===== src/rtl/alu_issuer.sv =====
// alu_issuer: one-command-at-a-time ALU (IDLE -> EXEC -> HOLD) with
// valid/ready command and result handshakes and a delivered-result counter.
// Ports: Clock, Reset_b (sync, active-low); cmd_valid/cmd_ready,
//   cmd_func[1:0], cmd_a[3:0], cmd_b[3:0], cmd_acc; res_valid/res_ready,
//   res_data[7:0], res_count[3:0].
// Option: ALU_ISSUER_FEEDBACK_EN adds an accumulator feeding operand B.
module alu_issuer (
   input  logic       Clock,
   input  logic       Reset_b,
   input  logic       cmd_valid,
   output logic       cmd_ready,
   input  logic [1:0] cmd_func,
   input  logic [3:0] cmd_a,
   input  logic [3:0] cmd_b,
   input  logic       cmd_acc,
   output logic       res_valid,
   input  logic       res_ready,
   output logic [7:0] res_data,
   output logic [3:0] res_count
);

   typedef enum logic [1:0] {
      IDLE = 2'd0,
      EXEC = 2'd1,
      HOLD = 2'd2
   } state_t;

   state_t      state, state_nx;
   logic        accept, deliver;
   logic [1:0]  func_q;
   logic [3:0]  a_q, b_q, b_sel;
   logic [4:0]  sum;
   logic [7:0]  result;
   logic [7:0]  res_q;
   logic [3:0]  cnt_q;

`ifdef ALU_ISSUER_FEEDBACK_EN
   logic [7:0] acc_q;

   // B is resolved at accept time so EXEC only sees registered operands
   assign b_sel = cmd_acc ? acc_q[3:0] : cmd_b;

   always_ff @(posedge Clock) begin
      if (!Reset_b)
         acc_q <= 8'h00;
      else if (state == EXEC)
         acc_q <= result;
   end
`else
   logic unused_acc;
   assign unused_acc = cmd_acc;
   assign b_sel      = cmd_b;
`endif

   always_ff @(posedge Clock) begin
      if (!Reset_b)
         state <= IDLE;
      else
         state <= state_nx;
   end

   always_comb begin
      state_nx  = state;
      cmd_ready = 1'b0;
      res_valid = 1'b0;
      accept    = 1'b0;
      deliver   = 1'b0;
      unique case (state)
         IDLE: begin
            cmd_ready = 1'b1;
            if (cmd_valid) begin
               accept   = 1'b1;
               state_nx = EXEC;
            end
         end
         EXEC: state_nx = HOLD;
         HOLD: begin
            res_valid = 1'b1;
            if (res_ready) begin
               deliver  = 1'b1;
               state_nx = IDLE;
            end
         end
         default: state_nx = IDLE;
      endcase
   end

   assign sum = {1'b0, a_q} + {1'b0, b_q};

   always_comb begin
      result = 8'h00;
      unique case (func_q)
         2'b00: result = {3'b000, sum};
         2'b01: result = {7'b0, |{a_q, b_q}};
         2'b10: result = {7'b0, &{a_q, b_q}};
         2'b11: result = {a_q, b_q};
         default: result = 8'h00;
      endcase
   end

   always_ff @(posedge Clock) begin
      if (!Reset_b) begin
         func_q <= 2'b00;
         a_q    <= 4'h0;
         b_q    <= 4'h0;
      end else if (accept) begin
         func_q <= cmd_func;
         a_q    <= cmd_a;
         b_q    <= b_sel;
      end
   end

   always_ff @(posedge Clock) begin
      if (!Reset_b) begin
         res_q <= 8'h00;
         cnt_q <= 4'h0;
      end else begin
         if (state == EXEC)
            res_q <= result;
         if (deliver)
            cnt_q <= cnt_q + 4'd1;
      end
   end

   assign res_data  = res_q;
   assign res_count = cnt_q;

endmodule


===== config.mk =====
export PLATFORM = sky130hd
export DESIGN_NAME = alu_issuer
export DESIGN_NICKNAME = d
export VERILOG_FILES = /design/src/rtl/alu_issuer.sv
export SDC_FILE = /design/constraint.sdc
export NUM_CORES = 1
export LEC_CHECK = 0
export ABC_AREA = 0
export CAP_MARGIN = 10
export CORE_AREA = 2 2 52 54
export CTS_CLUSTER_DIAMETER = 40
export DETAILED_ROUTE_END_ITERATION = 16
export DIE_AREA = 0 0 54 56
export PLACE_DENSITY = 0.79
export SETUP_SLACK_MARGIN = 0.02
export SLEW_MARGIN = 20
export SYNTH_ARGS = -nofsm -noshare
export SYNTH_HDL_FRONTEND = slang
export SYNTH_SLANG_ARGS = --single-unit

===== constraint.sdc =====
create_clock -name Clock -period 4.4 [get_ports Clock]
set_input_delay 0.66 -clock Clock [delete_from_list [all_inputs] [get_ports Clock]]
set_output_delay 0.66 -clock Clock [all_outputs]
set_load 0.01 [all_outputs]

==> impl_metrics.ini <==
[status]
outcome = finished, final reports clean

[global_routing]
grt_overflow = 0
antenna_found_initial = 0
grt_pass1_vias = 976
grt_max_degree = 25
track_usage = 0.177
grt_pass1_wl_um = 4100

[clocking]
cts_hold_buf = 0
htreeDepth = 1
cts_tree = yes
cts_inserted_buffers = 3
cts.sinks = 24
clk_pin_slew_ns = 0.13
cts_setup_buffers = 0
cts_root_buf = clkbuf_4
clk_latency_ns = 0.31
cts_buffer_depth = 2
ctsResizeCount = 0

[floorplanning]
die_h_um = 56
initial_core_util = 0.494
die_w_um = 54
rows = 18
dieArea_um2 = 3020
core_area_um2 = 2430
boundaryPins = 29

[synthesis]
ys_warn_count = 0
synth_area_per_cell_um2 = 9.11
seq_area_frac_synth = 0.400
ys_async_sr_fraction = 0
yosys_register_bits = 24
synth_top_flop_cell = dfxtp_1
synth_nets = 153
ys_types = 38
synthCells = 132
synth_edf_count = 0
synth_area_um2 = 1200

[final_layout]
filler_cell_count = 237
final_common_cell = clkdlybuf4s50_1
drive_gt1_frac = 0.0962
diodes = 0
final_cell_mix = 27 x clkdlybuf4s50_1, 26 x nand2_1, 24 x dfxtp_1
finalNetCount = 178
final_util = 0.624
syn2layout_area_growth_pct = 26.3

[timing]
tns_ns = 0
hold_viol = 0
max_slew_margin = 0.567
period_needed_ns = 2.15
fin_skew_ns = 0.00662
max_freq_mhz = 465
setup_viol = 0
tightest_slew_ns = 0.648
period_share = 0.488
slew_viol_final = 0
grt_setup_unrepaired = no
setup_ws_ns = 2.25

[route]
wire_per_inst_um = 13.0
dr.pass1.iters = 4
num_vias = 1023
viasPerCell = 5.50
ant_nets = 0
drt_iter0_markers = 14
drc = 0
wl_um = 2420

[worst_setup_path]
critPathMaxFanout = 5
reg2reg_from = a_q[0]$_SDFFE_PN0P_
start_kind = flop
worst_setup_path_end_kind = output port
reg2reg_depth = 7
worstPathRequired_ns = 3.74
startpoint = state[1]$_SDFFE_PN0P_
crit_arrival_ns = 1.49
reg2reg_slack_ns = 2.79
regToRegEndpoint = res_data[2]$_SDFFE_PN0N_
path_class = reg2out

[placed_design]
dp_hpwl_um = 1810
gp_congestion = 0.782
io_buffers = 27
dp_slack_ns = 2.20

[hold_path]
min_to = b_q[0]$_SDFFE_PN0P_
worstHoldStart = b_q[0]$_SDFFE_PN0P_
hold_depth = 2
hp-class = reg2reg

[power]
total_power_uw = 473
power_density_nw_per_um2 = 311
irDropWorstVdd_v = 0.000229
power.leakage_uw = 0.000582

[run]
cap_violations = 0
==> metal layers <==
metal | GRT usage | wire length (um)
met5 | 0 | 0
met4 | 0.0714 | 28
met2 | 0.301 | 1230
met3 | 0.0296 | 145
met1 | 0.213 | 1020
==> where the power goes <==
group / internal [uW] / switching [uW] / total (uW)
sequential: 229 / 14.4 / 243
clock: 92.1 / 65.4 / 157
combinational: 39.0 / 33.1 / 72.2
==> area by class of cell <==
cell class / count / area, um^2 / area share
Clock inverter: 1 / 30.0 / 0.0198
Sequential cell: 24 / 480 / 0.316
Clock buffer: 3 / 22.5 / 0.0148
Inverter: 3 / 11.3 / 0.00741
Multi-Input combinational cell: 98 / 667 / 0.439
Tap cell: 30 / 37.5 / 0.0247
Timing Repair Buffer: 27 / 270 / 0.178
==> per-stage QoR <==
stage,cell area [um^2],instances,hold WS (ns)
final,1520,186,0.514
after CTS,1520,186,0.513
after global placement,1470,182,0.481
after global routing,1520,186,0.534
after detailed placement,1470,182,0.491
after floorplan,1200,132,0.460
==> worst max-delay path, cell delays in order, from the launching register on <==
cell and delay [ns]:
dfxtp_1 0.44, nor2b_1 0.19, clkdlybuf4s50_1 0.55
==> how the worst max path moves through the flow <==
stage / end / slack [ns] / cells after the start
after floorplan: res_data[2]$_SDFFE_PN0N_ / 2.96 / 7
after global placement: res_data[3]$_SDFFE_PN0N_ / 2.22 / 4
after detailed placement: res_data[3]$_SDFFE_PN0N_ / 2.20 / 4
after CTS: res_valid / 2.24 / 2
after global routing: res_valid / 2.13 / 2
final: res_valid / 2.25 / 2
==> kinds of logic after synthesis <==
family / count (synthesis) / share of synthesized area
muxes: 1 / 0.00832
DFF: 24 / 0.400
AOI/OAI and AO/OA: 32 / 0.203
adders and majority gates: 6 / 0.0687
buffers and inverters: 10 / 0.0458
and+or+nand+nor: 55 / 0.246
xor gates and xnor gates: 4 / 0.0291
==> cells in the mapped netlist, drive strengths merged, types with 3 or more instances <==
library cell / number / area (um^2)
dfxtp: 24 / 480
a22oi: 3 / 37.5
and2: 3 / 18.8
nor2: 3 / 13.8
nor2b: 9 / 66.3
buf: 5 / 36.3
o21ai: 4 / 23.8
a21oi: 5 / 25.0
nand2: 26 / 97.6
inv: 3 / 11.3
a21boi: 10 / 75.1
xnor2: 4 / 35.0
ha: 5 / 62.6
nand3: 5 / 25.0
==> sequential cells by signal (all words and copies together), names as in the netlist <==
register   cells
state          2
res_data       8
b_q            4
func_q         2
a_q            4
res_count      4
No activity file was read; power rests on OpenSTA's default activity.
